==> config.mk <==
export PLATFORM = sky130hd
export DESIGN_NAME = z16_fetch_unit
export DESIGN_NICKNAME = d
export VERILOG_FILES = /design/src/rtl/z16_pkg.sv /design/src/rtl/z16_fetch_chk.sv /design/src/rtl/z16_fetch_fifo.sv /design/src/rtl/z16_fetch_unit.sv
export SDC_FILE = /design/constraint.sdc
export NUM_CORES = 1
export LEC_CHECK = 0
export ABC_AREA = 0
export CORE_MARGIN = 5
export CORE_UTILIZATION = 50
export CTS_CLUSTER_SIZE = 24
export DETAILED_ROUTE_END_ITERATION = 10
export GPL_TIMING_DRIVEN = 0
export PLACE_DENSITY_LB_ADDON = 0.12
export SLEW_MARGIN = 10
export SYNTH_ARGS = -nofsm -noshare
export SYNTH_HDL_FRONTEND = slang
export SYNTH_HIERARCHICAL = 1
export SYNTH_SLANG_ARGS = --single-unit
export TNS_END_PERCENT = 10
==> constraint.sdc <==
create_clock -name i_clk -period 7.8 [get_ports i_clk]
set_clock_uncertainty 0.1 [all_clocks]
set_input_delay 1.56 -clock i_clk [delete_from_list [all_inputs] [get_ports i_clk]]
set_output_delay 1.56 -clock i_clk [all_outputs]
set_load 0.05 [all_outputs]
==> src/rtl/z16_pkg.sv <==
// Shared types, constants and small helpers for the Z16 instruction fetch stage.
package z16_pkg;

    typedef logic [15:0] z16_word_t;
    typedef logic [15:0] z16_addr_t;

    localparam int Z16_INSTR_BYTES = 2;

    typedef enum logic {
        FS_BOOT  = 1'b0,
        FS_FETCH = 1'b1
    } z16_fetch_state_t;

    // Instructions are halfword aligned, so the low address bit is always dropped.
    function automatic z16_addr_t z16_align(input z16_addr_t addr);
        return {addr[15:1], 1'b0};
    endfunction

    function automatic logic [15:0] z16_sat_inc(input logic [15:0] value);
        return (value == 16'hFFFF) ? value : value + 16'd1;
    endfunction

endpackage

==> src/rtl/z16_fetch_chk.sv <==
// Runtime invariants of the fetch stage: bus response accounting and buffer credit.
module z16_fetch_chk #(
    parameter int OCNT_W = 2,
    parameter int FCNT_W = 2
) (
    input logic              clk_i,
    input logic              rst_ni,
    input logic              rvalid_i,
    input logic              keep_i,
    input logic              pop_i,
    input logic              issue_i,
    input logic              ififo_full_i,
    input logic              tagq_full_i,
    input logic              tagq_empty_i,
    input logic [OCNT_W-1:0] outstanding_i,
    input logic [OCNT_W-1:0] discard_i,
    input logic [FCNT_W-1:0] tagq_count_i
);

    a_rvalid_has_request: assert property (@(posedge clk_i) disable iff (!rst_ni)
        rvalid_i |-> (outstanding_i != '0));

    a_no_ififo_overflow: assert property (@(posedge clk_i) disable iff (!rst_ni)
        (keep_i && ififo_full_i) |-> pop_i);

    a_tag_room: assert property (@(posedge clk_i) disable iff (!rst_ni)
        issue_i |-> !tagq_full_i);

    a_tag_present: assert property (@(posedge clk_i) disable iff (!rst_ni)
        keep_i |-> !tagq_empty_i);

    // Every live tag plus every response still to be dropped accounts for one outstanding read.
    a_tag_balance: assert property (@(posedge clk_i) disable iff (!rst_ni)
        (32'(tagq_count_i) + 32'(discard_i)) == 32'(outstanding_i));

    a_discard_bound: assert property (@(posedge clk_i) disable iff (!rst_ni)
        discard_i <= outstanding_i);

endmodule

==> src/rtl/z16_fetch_fifo.sv <==
// Small synchronous FIFO with flush; used for both the instruction buffer and the PC tag queue.
module z16_fetch_fifo #(
    parameter int DATA_W = 16,
    parameter int DEPTH  = 2
) (
    input  logic                       clk_i,
    input  logic                       rst_ni,
    input  logic                       push_i,
    input  logic                       pop_i,
    input  logic                       flush_i,
    input  logic [DATA_W-1:0]          data_i,
    output logic [DATA_W-1:0]          data_o,
    output logic [$clog2(DEPTH+1)-1:0] count_o,
    output logic                       full_o,
    output logic                       empty_o
);

    localparam int PTR_W = (DEPTH > 1) ? $clog2(DEPTH) : 1;
    localparam int CNT_W = $clog2(DEPTH + 1);

    logic [DATA_W-1:0] mem_q [DEPTH];
    logic [PTR_W-1:0]  wr_ptr_q, wr_ptr_d;
    logic [PTR_W-1:0]  rd_ptr_q, rd_ptr_d;
    logic [CNT_W-1:0]  count_q, count_d;
    logic              do_push_s;
    logic              do_pop_s;

    assign empty_o   = (count_q == '0);
    assign full_o    = (count_q == CNT_W'(DEPTH));
    assign count_o   = count_q;
    assign data_o    = mem_q[rd_ptr_q];
    // A push into a full FIFO is accepted only when the head leaves in the same cycle.
    assign do_pop_s  = pop_i && !empty_o;
    assign do_push_s = push_i && (!full_o || do_pop_s);

    // Pointer and occupancy next-state; flush overrides any push or pop.
    always_comb begin
        wr_ptr_d = wr_ptr_q;
        rd_ptr_d = rd_ptr_q;
        count_d  = count_q;
        if (flush_i) begin
            wr_ptr_d = '0;
            rd_ptr_d = '0;
            count_d  = '0;
        end else begin
            if (do_push_s) begin
                wr_ptr_d = wr_ptr_q + PTR_W'(1'b1);
            end else begin
                wr_ptr_d = wr_ptr_q;
            end
            if (do_pop_s) begin
                rd_ptr_d = rd_ptr_q + PTR_W'(1'b1);
            end else begin
                rd_ptr_d = rd_ptr_q;
            end
            count_d = count_q + CNT_W'(do_push_s) - CNT_W'(do_pop_s);
        end
    end

    // Control state registers.
    always_ff @(posedge clk_i or negedge rst_ni) begin
        if (!rst_ni) begin
            wr_ptr_q <= '0;
            rd_ptr_q <= '0;
            count_q  <= '0;
        end else begin
            wr_ptr_q <= wr_ptr_d;
            rd_ptr_q <= rd_ptr_d;
            count_q  <= count_d;
        end
    end

    // Storage array; contents are only meaningful while count_q covers them.
    always_ff @(posedge clk_i) begin
        if (do_push_s && !flush_i) begin
            mem_q[wr_ptr_q] <= data_i;
        end
    end

endmodule

==> src/rtl/z16_fetch_unit.sv <==
// Z16 fetch stage: PC, imem req/gnt/rvalid issue, tagged instruction buffer, redirect flush.
// Define Z16_FETCH_PERF_EN to add the o_perf_fetched / o_perf_bubble saturating counters.
module z16_fetch_unit
    import z16_pkg::*;
#(
    parameter int        FIFO_DEPTH      = 2,
    parameter int        MAX_OUTSTANDING = 2,
    parameter z16_addr_t RESET_PC        = 16'h0000
) (
    input  logic      i_clk,
    input  logic      i_rst_n,
    input  logic      i_redirect,
    input  z16_addr_t i_redirect_pc,
    output logic      o_imem_req,
    output z16_addr_t o_imem_addr,
    input  logic      i_imem_gnt,
    input  logic      i_imem_rvalid,
    input  z16_word_t i_imem_rdata,
    output z16_word_t o_instr,
    output z16_addr_t o_instr_pc,
    output logic      o_instr_valid,
    input  logic      i_instr_ready
`ifdef Z16_FETCH_PERF_EN
    ,
    output logic [15:0] o_perf_fetched,
    output logic [15:0] o_perf_bubble
`endif
);

    localparam int OCNT_W = $clog2(MAX_OUTSTANDING + 1);
    localparam int FCNT_W = $clog2(FIFO_DEPTH + 1);

    z16_fetch_state_t  state_q, state_d;
    z16_addr_t         pc_q, pc_d;
    logic [OCNT_W-1:0] outstanding_q, outstanding_d;
    logic [OCNT_W-1:0] discard_q, discard_d;

    logic              fetch_s, req_s, issue_s, drop_s, keep_s, pop_s;
    logic [FCNT_W-1:0] ififo_count_s, tagq_count_s;
    logic              ififo_full_s, ififo_empty_s, tagq_full_s, tagq_empty_s;
    logic [31:0]       ififo_head_s;
    z16_addr_t         tag_head_s;

    assign fetch_s = (state_q == FS_FETCH);
    // Credit counts in-flight reads against free buffer space; ready is deliberately not used.
    assign req_s   = fetch_s && !i_redirect
                     && ((32'(ififo_count_s) + 32'(outstanding_q)) < 32'(FIFO_DEPTH))
                     && (32'(outstanding_q) < 32'(MAX_OUTSTANDING));
    assign issue_s = req_s && i_imem_gnt;
    assign drop_s  = i_imem_rvalid && (discard_q != '0);
    assign keep_s  = i_imem_rvalid && (discard_q == '0) && !i_redirect;
    assign pop_s   = !ififo_empty_s && i_instr_ready && !i_redirect;

    assign o_imem_req    = req_s;
    assign o_imem_addr   = req_s ? pc_q : 16'h0000;
    assign o_instr_valid = !ififo_empty_s;
    assign o_instr       = ififo_empty_s ? 16'h0000 : ififo_head_s[31:16];
    assign o_instr_pc    = ififo_empty_s ? 16'h0000 : ififo_head_s[15:0];

    // State, PC and read-accounting next-state; a redirect converts all in-flight reads to drops.
    always_comb begin
        state_d       = state_q;
        pc_d          = pc_q;
        outstanding_d = outstanding_q + OCNT_W'(issue_s) - OCNT_W'(i_imem_rvalid);
        discard_d     = discard_q;
        case (state_q)
            FS_BOOT:  state_d = FS_FETCH;
            FS_FETCH: state_d = FS_FETCH;
            default:  state_d = FS_BOOT;
        endcase
        if (i_redirect) begin
            pc_d      = z16_align(i_redirect_pc);
            discard_d = outstanding_q - OCNT_W'(i_imem_rvalid);
        end else begin
            if (issue_s) begin
                pc_d = pc_q + z16_addr_t'(Z16_INSTR_BYTES);
            end else begin
                pc_d = pc_q;
            end
            discard_d = discard_q - OCNT_W'(drop_s);
        end
    end

    // Fetch control registers.
    always_ff @(posedge i_clk or negedge i_rst_n) begin
        if (!i_rst_n) begin
            state_q       <= FS_BOOT;
            pc_q          <= RESET_PC;
            outstanding_q <= '0;
            discard_q     <= '0;
        end else begin
            state_q       <= state_d;
            pc_q          <= pc_d;
            outstanding_q <= outstanding_d;
            discard_q     <= discard_d;
        end
    end

    z16_fetch_fifo #(.DATA_W(32), .DEPTH(FIFO_DEPTH)) u_ififo (
        .clk_i   (i_clk),
        .rst_ni  (i_rst_n),
        .push_i  (keep_s),
        .pop_i   (pop_s),
        .flush_i (i_redirect),
        .data_i  ({i_imem_rdata, tag_head_s}),
        .data_o  (ififo_head_s),
        .count_o (ififo_count_s),
        .full_o  (ififo_full_s),
        .empty_o (ififo_empty_s)
    );

    z16_fetch_fifo #(.DATA_W(16), .DEPTH(FIFO_DEPTH)) u_tagq (
        .clk_i   (i_clk),
        .rst_ni  (i_rst_n),
        .push_i  (issue_s),
        .pop_i   (keep_s),
        .flush_i (i_redirect),
        .data_i  (pc_q),
        .data_o  (tag_head_s),
        .count_o (tagq_count_s),
        .full_o  (tagq_full_s),
        .empty_o (tagq_empty_s)
    );

    z16_fetch_chk #(.OCNT_W(OCNT_W), .FCNT_W(FCNT_W)) u_chk (
        .clk_i         (i_clk),
        .rst_ni        (i_rst_n),
        .rvalid_i      (i_imem_rvalid),
        .keep_i        (keep_s),
        .pop_i         (pop_s),
        .issue_i       (issue_s),
        .ififo_full_i  (ififo_full_s),
        .tagq_full_i   (tagq_full_s),
        .tagq_empty_i  (tagq_empty_s),
        .outstanding_i (outstanding_q),
        .discard_i     (discard_q),
        .tagq_count_i  (tagq_count_s)
    );

`ifdef Z16_FETCH_PERF_EN
    logic [15:0] perf_fetched_q;
    logic [15:0] perf_bubble_q;

    // Event counters survive redirects and clear only on reset.
    always_ff @(posedge i_clk or negedge i_rst_n) begin
        if (!i_rst_n) begin
            perf_fetched_q <= 16'h0000;
            perf_bubble_q  <= 16'h0000;
        end else begin
            if (keep_s) begin
                perf_fetched_q <= z16_sat_inc(perf_fetched_q);
            end
            if (fetch_s && ififo_empty_s) begin
                perf_bubble_q <= z16_sat_inc(perf_bubble_q);
            end
        end
    end

    assign o_perf_fetched = perf_fetched_q;
    assign o_perf_bubble  = perf_bubble_q;
`endif

endmodule

Yosys cells after proc, flatten, opt, wreduce, memory -nomap -nowiden
Memory sizes are Yosys's and may differ from the RTL's.
Cells that the tools add are included.
- register bits after elaboration: 29
- bits of input ports: 38
- word-level logic and storage cells: 81
- RAM bits: 96
- memories: 2
- reductions and logical operators: 31
- $add $sub $neg: 14
- mux-type cells: 20
- eq/ne operators: 2
- order comparisons: 2
- memory list (name ; depth ; width ; read ports ; clocked after memory_dff ; write ports ; RTL line ; text):
    u_ififo.mem_q ; 2 ; 32 ; 1 ; 0 ; 1 ; z16_fetch_fifo.sv:21 ; logic [DATA_W-1:0] mem_q [DEPTH];
    u_tagq.mem_q ; 2 ; 16 ; 1 ; 0 ; 1 ; z16_fetch_fifo.sv:21 ;
- operator list (operator ; number):
    2-to-1 mux 16 bit ; 5
    adder 16 x 2 -> 16 bit, second input constant ; 1
    logical AND 1 bit ; 15
    2-to-1 mux 1 bit ; 12
    nonzero test 2 bit ; 6
    subtractor 2 x 1 -> 2 bit ; 5
    adder 2 x 1 -> 2 bit ; 3
    logical NOT 2 bit ; 3
    2-to-1 mux 2 bit ; 3
    logical NOT 1 bit ; 5
    adder 1 bit, second input constant ; 4
    == test 2 bit, second input constant ; 2
    adder 2 x 2 -> 3 bit ; 1
    < comparator 3 x 2 -> 1 bit, second input constant ; 1
    logical OR 1 bit ; 2
    < comparator 2 bit, second input constant ; 1

Depth between registers and ports, before layout
Gate-level depths: netlist (run 1).
- depth in word-level cells: 10
- gate-level depth with buffers: 12
- gate-level depth less buffers: 11

Hierarchy
Netlist (run 1), hierarchy kept.
- by module, submodules not included (module ; seq. area each (um^2) ; times used ; cells each ; area an instance (um^2)):
    z16_fetch_fifo (u_ififo) ; 2021.9 ; 1 ; 129 ; 2562.5
    z16_fetch_unit ; 500.5 ; 1 ; 183 ; 1546.5
    z16_fetch_fifo (u_tagq) ; 1061.0 ; 1 ; 79 ; 1411.4

Worst setup path before layout (run 1)
OpenSTA, ideal clock, no wires.
- path type: input -> register
- start point: input i_redirect
- end point: memory u_ififo.mem_q[1][0], enable pin
- path slack: 1533 ps
- arrival time: 5699 ps
- path buffers: 2
- setup time: 468 ps
- stages: 5
- cells stage by stage: clkbuf_1 > clkbuf_1 > nor4b_1 > o21ai_1 > nor3b_1
- elaborated cells between the ends (all ways): 9
- those cells by class: mux (2); reduce/logical (7)
- RTL lines (item ; RTL line ; text):
    from (decl) ; z16_fetch_unit.sv:12 ; input logic i_redirect,
    logical NOT 1 bit ; z16_fetch_unit.sv:51 ; assign keep_s = i_imem_rvalid && (discard_q == '0) && !i_redirect;
    logical AND 1 bit ; z16_fetch_unit.sv:51 ;
    net keep_s ; z16_fetch_unit.sv:38 ; logic fetch_s, req_s, issue_s, drop_s, keep_s, pop_s;
    logical AND 1 bit ; z16_fetch_fifo.sv:34 ; assign do_push_s = push_i && (!full_o || do_pop_s);
    logical AND 1 bit ; z16_fetch_fifo.sv:75 ; if (do_push_s && !flush_i) begin
    2-to-1 mux 1 bit ; z16_fetch_fifo.sv:75 ;
    2-to-1 mux 1 bit (implied by the code) ; z16_fetch_fifo.sv:76 ; mem_q[wr_ptr_q] <= data_i;
    to (decl) ; z16_fetch_fifo.sv:21 ;
The timed path passes the listed nets, and every way through them passes these cells.

Final worst setup path (run 1)
- start point: input i_redirect
- end point: output o_imem_addr[10]
- cells in the longest elaborated chain, start to end: 5
- RTL lines (item ; RTL line ; text):
    logical NOT 1 bit ; z16_fetch_unit.sv:46 ; assign req_s = fetch_s && !i_redirect
    logical AND 1 bit ; z16_fetch_unit.sv:46 ;
    logical AND 1 bit ; z16_fetch_unit.sv:47 ; && ((32'(ififo_count_s) + 32'(outstanding_q)) < 32'(FIFO_DEPTH))
    logical AND 1 bit ; z16_fetch_unit.sv:48 ; && (32'(outstanding_q) < 32'(MAX_OUTSTANDING));
    2-to-1 mux 16 bit ; z16_fetch_unit.sv:55 ; assign o_imem_addr = req_s ? pc_q : 16'h0000;
    to (decl) ; z16_fetch_unit.sv:15 ; output z16_addr_t o_imem_addr,
No other way between the ends.

==> impl_metrics.env, run 1 <==
export IMPL_rr_worst_depth=9
export IMPL_pin_count=88
export IMPL_worstReg2RegEnd="u_tagq/mem_q[1][0]"
export IMPL_die_height_um=115.0
export IMPL_syn2layout_area_growth_pct=31.61
export IMPL_antenna_diode_count=0
export IMPL_min_delay_path_class="flop to flop"
export IMPL_worst_slew_pin_slew_ns=0.8939
export IMPL_global_route_wire_length_before_repair_mm=18.09
export IMPL_drtIter0Drc=183
export IMPL_post_cts_resized=0
export IMPL_dp_final_hpwl_mm=7.948
export IMPL_max_cap_viol_count=0
export IMPL_buffer_ports_inserted=85
export IMPL_finalWeightedCongestion=0.8531
export IMPL_finalWorstPathRequiredPeriod_ns=6.069
export IMPL_routed_wire_length_per_instance_um=16.91
export IMPL_numClockSinks=124
export IMPL_proportion_of_layout_cells_with_a_drive_suffix_above_1_pct=21.75
export IMPL_nFillCells=798
export IMPL_ff_latch_area_sq_mm=0.003583
export IMPL_reg2reg_setup_slack_ns=4.34
export IMPL_clock_tree_htree_level_count=4
export IMPL_grt_max_degree=29
export IMPL_die_x_um=115.0
export IMPL_grt_setup_unrepaired="no"
export IMPL_vdd_ir_drop_worst_uv=126.4
export IMPL_post_synth_instance_area_sq_mm=0.005509
export IMPL_dr_total_vias=3426
export IMPL_cp_start_kind="input pin"
export IMPL_grt_pass1_vias=3699
export IMPL_numCtsBuffers=17
export IMPL_reg2reg_from="u_ififo/count_o[0]"
export IMPL_power_static_leakage_nw=2.653
export IMPL_post_cts_setup_buffers=0
export IMPL_grt_antenna_before_repair=0
export IMPL_dp_cells=623
export IMPL_critical_path_most_common_cell="clkdlybuf4s50_1"
export IMPL_rows=38
export IMPL_power_density_over_the_cells_mw_per_mm2=245.9
export IMPL_drt_first_pass_iters=4
export IMPL_crit_path_end_kind="output port"
export IMPL_setup_total_negative_slack_ns=0
export IMPL_global_route_overflow_total=0
export IMPL_critical_path_n_buffers_inverters=3
export IMPL_slew_viol_final=0
export IMPL_synth_warning_count=6
export IMPL_slew_headroom_pct=40.25
export IMPL_cts_tree="yes"
export IMPL_arrival_ns=4.41
export IMPL_min_from="pc_q[8]"
export IMPL_drtAntennaViolNets=0
export IMPL_final_cell_mix="edfxtp_1, clkdlybuf4s50_1, mux2_2"
export IMPL_totalWireLength_mm=11.08
export IMPL_detail_route_drc_violations=0
export IMPL_final_min_period_over_clock_period_pct=77.81
export IMPL_worstPathCellList="clkdlybuf4s50_1 -> nor2_1 -> and3_1 -> clkbuf_1 -> and2_1 -> clkdlybuf4s50_1"
export IMPL_cts_root_to_sink_buffers=2
export IMPL_critPathSlowestCell="clkdlybuf4s50_1"
export IMPL_multi_input_area_sq_mm=0.001851
export IMPL_post_cts_hold_buffer_count=0
export IMPL_timing_hold_worst_path_depth=0
export IMPL_mostFrequentLayoutCell="edfxtp_1"
export IMPL_start_util_pct=50.82
export IMPL_clock_insertion_delay_at_the_later_pin_of_the_skew_report_ns=0.50
export IMPL_syn_mean_instance_area_sq_um=14.20
export IMPL_timing_hold_violations_final=0
export IMPL_clock_root_buffer="clkbuf_8"
export IMPL_viasPerCell=5.231
export IMPL_cp_data_required_time_ns=6.14
export IMPL_cpLargestDelayFamily="buffers and inverters"
export IMPL_nets=548
export IMPL_gr_usage_all_layers_pct=17.83
export IMPL_setup_violations=0
export IMPL_finalCoreUtilization_pct=66.89
export IMPL_holdPathEnd="u_tagq/mem_q[1][8]"
export IMPL_die_area_sq_mm=0.01322
export IMPL_critPathKind="input pin to output port"
export IMPL_core_area_sq_mm=0.01084
export IMPL_syn_inst=388
export IMPL_achievable_frequency_ghz=0.1648
export IMPL_clkSlewWorstSetupHoldPaths_ns=0.06
export IMPL_final_cells=655
export IMPL_cp_max_fo=20
export IMPL_outcome="finished, final reports clean"
export IMPL_critical_path_max_stage_delay_ns=0.83
-- where the power goes --
| part | switching (mW) | leakage, nW | total [mW] | internal (mW) |
|---|---|---|---|---|
| sequential | 0.0368 | 1.21 | 0.787 | 0.750 |
| combinational | 0.111 | 1.14 | 0.197 | 0.0863 |
| clock | 0.280 | 0.297 | 0.799 | 0.519 |
| total | 0.427 | 2.65 | 1.78 | 1.36 |
-- stage by stage --
stage / hold slack (ns) / power [mW] / worst slack (ns) / cell area (sq um)
2_1_floorplan: 0.3838 / 0.9166 / 1.533 / 5517
3_3_place_gp: 0.4165 / 0.9864 / -1.270 / 6543
3_5_place_dp: 0.4244 / 0.9982 / 1.758 / 6639
4_1_cts: 0.4402 / 1.798 / 1.744 / 7251
5_1_grt: 0.4697 / 1.852 / 1.527 / 7251
6_report: 0.4469 / 1.783 / 1.731 / 7251
-- worst max-delay path by stage --
stage | from | end | slack [ns] | cells past startpoint
4_1_cts | i_redirect | o_imem_addr[11] | 1.74 | 6
6_report | i_redirect | o_imem_addr[10] | 1.73 | 6
2_1_floorplan | i_redirect | u_ififo/mem_q[1][0] | 1.53 | 5
3_3_place_gp | i_redirect | u_ififo/mem_q[1][6] | -1.27 | 6
3_5_place_dp | i_redirect | o_imem_addr[11] | 1.76 | 6
5_1_grt | i_redirect | o_imem_addr[9] | 1.53 | 6
-- area by class of cell --
type | instances | share of cell area [%]
clock inverters | 14 | 2.675
clock buffers | 18 | 5.764
plain buffers | 15 | 0.9836
flip-flops and latches | 124 | 49.42
repair buffers | 93 | 12.70
well taps | 140 | 2.416
multi-input cells | 241 | 25.52
inverters | 10 | 0.5177
-- state kept, by name, indices dropped and copies added (netlist names) --
register          flops
u_tagq/count_o        2
u_ififo/mem_q        64
fetch_s               1
u_tagq/wr_ptr_q       1
u_tagq/mem_q         32
outstanding_q         2
u_ififo/count_o       2
u_ififo/wr_ptr_q      1
u_tagq/rd_ptr_q       1
pc_q                 15
discard_q             2
u_ififo/rd_ptr_q      1
-- metal layers --
layer | global-route usage [%] | vias to the layer above | part of all wire (%)
li1 | - | 1646 | -
met1 | 21.23 | 1667 | 42
met2 | 31.33 | 96 | 51
met3 | 3.895 | 17 | 5.4
met4 | 7.355 | 0 | 1.6
met5 | 0 | - | 0
(Power assumes the default switching activity.)
==> run 2: changes to the inputs <==
clock period = 5.7 ns   (was 7.8 ns; I/O delays follow)
==> run 2 against run 1 <==
Net effect: cell count stayed put; non-clock buffer count stayed put; register-to-register slack got worse by 2.0 ns; global-route usage increased by 0.32 points; worst hold slack got worse by 0.0052 ns; first-iteration DRC count decreased by 4.4%; total power grew 46%; critical path depth did not move; largest cell class unchanged; largest power group unchanged.
==> impl_metrics.env, run 2 (synthesis gave the netlist of run 1 again) <==
export IMPL_outcome="finished, final reports clean"
export IMPL_global_route_wire_length_before_repair_mm=18.15
export IMPL_syn2layout_area_growth_pct=33.23
export IMPL_achievable_frequency_ghz=0.1927
export IMPL_worst_slew_pin_slew_ns=0.8881
export IMPL_drt_first_pass_iters=4
export IMPL_numClockSinks=124
export IMPL_crit_path_end_kind="output port"
export IMPL_post_cts_resized=0
export IMPL_proportion_of_layout_cells_with_a_drive_suffix_above_1_pct=21.36
export IMPL_grt_setup_unrepaired="no"
export IMPL_buffer_ports_inserted=85
export IMPL_post_route_cell_area_sq_mm=0.007340
export IMPL_cts_root_to_sink_buffers=2
export IMPL_rows=38
export IMPL_final_min_period_over_clock_period_pct=91.06
export IMPL_core_area_sq_mm=0.01084
export IMPL_die_area_sq_mm=0.01322
export IMPL_start_util_pct=50.82
export IMPL_detail_route_drc_violations=0
export IMPL_routed_wire_length_per_instance_um=17.33
export IMPL_grt_max_degree=29
export IMPL_max_cap_viol_count=0
export IMPL_min_delay_path_class="flop to flop"
export IMPL_reg2reg_from="u_ififo/count_o[0]"
export IMPL_regMostFlops="u_ififo/mem_q"
export IMPL_drtIter0Drc=175
export IMPL_reg2reg_setup_slack_ns=2.31
export IMPL_grt_antenna_before_repair=0
export IMPL_drtAntennaViolNets=0
export IMPL_totalPowerFinal_mw=2.607
export IMPL_cp_max_fo=20
export IMPL_slew_viol_final=0
export IMPL_clkSlewWorstSetupHoldPaths_ns=0.06
export IMPL_die_height_um=115.0
export IMPL_totalWireLength_mm=11.35
export IMPL_crit_path_start="i_redirect"
export IMPL_nets=548
export IMPL_min_from="outstanding_q[0]"
export IMPL_antenna_diode_count=0
export IMPL_final_cell_mix="edfxtp_1, clkdlybuf4s50_1, mux2_2"
export IMPL_largest_register_ffs=64
export IMPL_pin_count=88
export IMPL_cp_start_kind="input pin"
export IMPL_finalWorstPathRequiredPeriod_ns=5.191
export IMPL_global_route_overflow_total=0
export IMPL_clock_tree_htree_level_count=4
export IMPL_cp_data_required_time_ns=4.46
export IMPL_detail_route_wirelength_met1_mm=4.874
export IMPL_cts_tree="yes"
export IMPL_numCtsBuffers=17
export IMPL_power_density_over_the_cells_mw_per_mm2=355.2
export IMPL_power_static_leakage_nw=2.697
export IMPL_clock_insertion_delay_at_the_later_pin_of_the_skew_report_ns=0.51
export IMPL_post_cts_setup_buffers=0
export IMPL_viasPerCell=5.308
export IMPL_timing_hold_violations_final=0
export IMPL_clock_root_buffer="clkbuf_8"
export IMPL_dr_wl_met3_um=649
export IMPL_post_cts_hold_buffer_count=0
export IMPL_arrival_ns=3.95
export IMPL_finalWeightedCongestion=0.8021
export IMPL_post_dp_cell_area_sq_mm=0.006649
export IMPL_critPathKind="input pin to output port"
export IMPL_dp_final_hpwl_mm=7.672
export IMPL_setup_violations=0
export IMPL_routed_top_layer="met4"
export IMPL_biggestRegsByFlops="u_ififo/mem_q x64, u_tagq/mem_q x32, pc_q x15"
export IMPL_die_x_um=115.0
export IMPL_slew_headroom_pct=40.64
export IMPL_vdd_ir_drop_worst_uv=242.7
export IMPL_dr_total_vias=3477
export IMPL_mostFrequentLayoutCell="edfxtp_1"
export IMPL_gr_usage_all_layers_pct=18.15
export IMPL_route_met2_wl_mm=5.722
export IMPL_grt_pass1_vias=3521
-- run 2: metal layers --
metal / vias up / GRT usage (%)
li1: 1650 / -
met1: 1713 / 22.98
met2: 105 / 30.05
met3: 9 / 5.526
met4: 0 / 5.790
met5: - / 0
-- run 2: final cells by class --
cell class,instances,area (sq um)
flip-flops and latches,124,3583
plain buffers,15,71.32
multi-input cells,241,1857
clock inverters,13,269.0
fillers,817,3501
well taps,140,175.2
repair buffers,93,924.6
clock buffers,19,421.7
inverters,10,37.54
-- run 2: path summary, 6_finish.rpt --
path | depth (start not counted) | endpoint
worst max-delay path | 6 | o_imem_addr[9]
worst min-delay path | 1 | outstanding_q[0]
worst max register to register | 9 | u_tagq/mem_q[1][0]
worst min register to register | 1 | outstanding_q[0]
max in group asynchronous | 1 | u_ififo/rd_ptr_q
min in group asynchronous | 1 | u_tagq/count_o[0]
-- run 2: where the power goes --
part	total, mW	internal (mW)	leakage, nW	switching [mW]
combinational	0.272	0.119	1.15	0.153
clock	1.26	0.883	0.331	0.375
sequential	1.08	1.03	1.21	0.0500
total	2.61	2.03	2.70	0.578
-- run 2: worst max-delay path, cell delays in order --
cell and delay, ns:
clkdlybuf4s50_1 0.81, nor2_1 0.22, and3_1 0.32, clkbuf_1 0.40, and2_1 0.24, clkdlybuf4s50_1 0.81
-- run 2: per-stage QoR --
| step | cells | util, % | setup slack, ns | TNS, ns | hold WS, ns |
|---|---|---|---|---|---|
| 3_5_place_dp | 623 | 61.33 | 0.1017 | 0 | 0.4287 |
| 3_3_place_gp | 615 | 60.40 | -2.735 | -156.27 | 0.4188 |
| 4_1_cts | 655 | 67.71 | 0.4634 | 0 | 0.4443 |
| 5_1_grt | 655 | 67.71 | 0.2596 | 0 | 0.4767 |
| 2_1_floorplan | 390 | - | 0.01669 | 0 | 0.3838 |
| 6_report | 655 | 67.71 | 0.5094 | 0 | 0.4417 |
==> run 3: changes to the inputs <==
CORE_MARGIN = unset   (was 5)
==> run 3 against run 2 <==
Net effect: clock power is 13% lower; sequential share of layout area is 0.38 points higher; fmax is 1.3% lower; sequential cell count stayed put; cell count is 0.61% lower; die area is 13% lower; critical endpoint is now o_imem_addr[12].
==> impl_metrics.env, run 3 (synthesis gave the netlist of run 1 again) <==
export IMPL_outcome="finished, final reports clean"
export IMPL_numCtsBuffers=17
export IMPL_die_height_um=107.0
export IMPL_cts_tree="yes"
export IMPL_dp_final_hpwl_mm=7.712
export IMPL_cp_start_kind="input pin"
export IMPL_final_min_period_over_clock_period_pct=92.22
export IMPL_critPathKind="input pin to output port"
export IMPL_start_util_pct=52.42
export IMPL_achievable_frequency_ghz=0.1902
export IMPL_cp_max_fo=20
export IMPL_vdd_ir_drop_worst_uv=223.4
export IMPL_dr_total_vias=3519
export IMPL_routed_wire_length_per_instance_um=17.04
export IMPL_buffer_ports_inserted=85
export IMPL_clkSlewWorstSetupHoldPaths_ns=0.06
export IMPL_timing_hold_violations_final=0
export IMPL_post_cts_hold_buffer_count=0
export IMPL_totalWireLength_mm=11.10
export IMPL_critPathSlowestCell="clkdlybuf4s50_1"
export IMPL_worstPathCellList="clkdlybuf4s50_1 -> nor2_1 -> and3_1 -> clkbuf_1 -> and2_1 -> clkdlybuf4s50_1"
export IMPL_cpLargestDelayFamily="buffers and inverters"
export IMPL_post_cts_setup_buffers=0
export IMPL_nets=548
export IMPL_worstReg2RegEnd="u_tagq/mem_q[1][1]"
export IMPL_cp_data_required_time_ns=4.46
export IMPL_grt_setup_unrepaired="no"
export IMPL_global_route_wire_length_before_repair_mm=17.83
export IMPL_min_from="outstanding_q[0]"
export IMPL_largest_register_ffs=64
export IMPL_pin_count=88
export IMPL_reg2reg_setup_slack_ns=2.14
export IMPL_proportion_of_layout_cells_with_a_drive_suffix_above_1_pct=22.14
export IMPL_rows=37
export IMPL_numClockSinks=124
export IMPL_viasPerCell=5.406
export IMPL_clock_tree_htree_level_count=4
export IMPL_die_x_um=107.0
export IMPL_setup_violations=0
export IMPL_drtAntennaViolNets=0
export IMPL_slew_headroom_pct=41.44
export IMPL_max_cap_viol_count=0
export IMPL_power_density_over_the_cells_mw_per_mm2=335.5
export IMPL_clock_root_buffer="clkbuf_8"
export IMPL_grt_antenna_before_repair=0
export IMPL_global_route_overflow_total=0
export IMPL_timing_hold_worst_path_depth=1
export IMPL_regMostFlops="u_ififo/mem_q"
export IMPL_holdPathEnd="outstanding_q[0]"
export IMPL_reg2reg_from="u_ififo/count_o[0]"
export IMPL_drt_first_pass_iters=4
export IMPL_detail_route_drc_violations=0
export IMPL_biggestRegsByFlops="u_ififo/mem_q x64, u_tagq/mem_q x32, pc_q x15"
export IMPL_post_cts_resized=0
export IMPL_core_area_sq_mm=0.01051
export IMPL_drtIter0Drc=125
export IMPL_rr_worst_depth=9
export IMPL_finalWeightedCongestion=0.8329
export IMPL_worst_slew_pin_slew_ns=0.8757
export IMPL_cts_root_to_sink_buffers=2
export IMPL_crit_path_end_kind="output port"
export IMPL_slew_viol_final=0
export IMPL_arrival_ns=4.02
export IMPL_grt_pass1_vias=3637
export IMPL_final_cell_mix="edfxtp_1, clkdlybuf4s50_1, mux2_2"
export IMPL_critical_path_n_buffers_inverters=3
export IMPL_antenna_diode_count=0
export IMPL_grt_max_degree=29
export IMPL_clock_insertion_delay_at_the_later_pin_of_the_skew_report_ns=0.51
export IMPL_syn2layout_area_growth_pct=32.21
export IMPL_mostFrequentLayoutCell="edfxtp_1"
export IMPL_hold_slack_ns=0.4498
export IMPL_die_area_sq_mm=0.01144
export IMPL_critical_path_most_common_cell="clkdlybuf4s50_1"
export IMPL_min_delay_path_class="flop to flop"
export IMPL_setup_total_negative_slack_ns=0
export IMPL_totalPowerFinal_mw=2.444
export IMPL_critical_path_max_stage_delay_ns=0.86
export IMPL_finalWorstPathRequiredPeriod_ns=5.257
export IMPL_gr_usage_all_layers_pct=21.08
export IMPL_power_static_leakage_nw=2.667
==> run 3: final cells by class <==
cell class                      instances  area (sq um)
Multi-Input combinational cell        241          1857
Clock buffer                           17         414.1
Buffer                                 15         71.32
Timing Repair Buffer                   93         952.2
Sequential cell                       124          3583
Tap cell                              136         170.2
Clock inverter                         15         197.7
Inverter                               10         37.54
Fill cell                             746          3226
==> run 3: per-stage QoR <==
step	utilization (%)	cells	setup slack [ns]	cell area (sq um)
2_1_floorplan	-	390	0.01669	5522
3_3_place_gp	62.26	611	-2.820	6543
3_5_place_dp	63.48	619	0.3413	6671
4_1_cts	69.31	651	0.4447	7283
5_1_grt	69.31	651	0.3228	7283
6_report	69.31	651	0.4432	7283
==> run 3: how the worst max path moves through the flow <==
stage          startpoint  slack (ns)                   end  cells past startpoint
2_1_floorplan  i_redirect        0.02   u_ififo/mem_q[0][0]                      5
3_3_place_gp   i_redirect       -2.82  u_ififo/mem_q[0][30]                      6
3_5_place_dp   i_redirect        0.34   u_ififo/mem_q[1][1]                      8
4_1_cts        i_redirect        0.44       o_imem_addr[12]                      6
5_1_grt        i_redirect        0.32       o_imem_addr[12]                      6
6_report       i_redirect        0.44       o_imem_addr[12]                      6
==> run 3: power by group <==
part           switching (mW)  internal (mW)
sequential             0.0511           1.03
clock                   0.383          0.709
combinational           0.154          0.121
==> run 3: routing by layer <==
metal / up-vias / part of all wire [%] / global-route usage [%]
met5: - / 0 / 0
met1: 1734 / 40 / 23.89
met3: 13 / 6.4 / 6.748
met4: 0 / 1.3 / 7.241
li1: 1653 / - / -
met2: 119 / 53 / 37.37
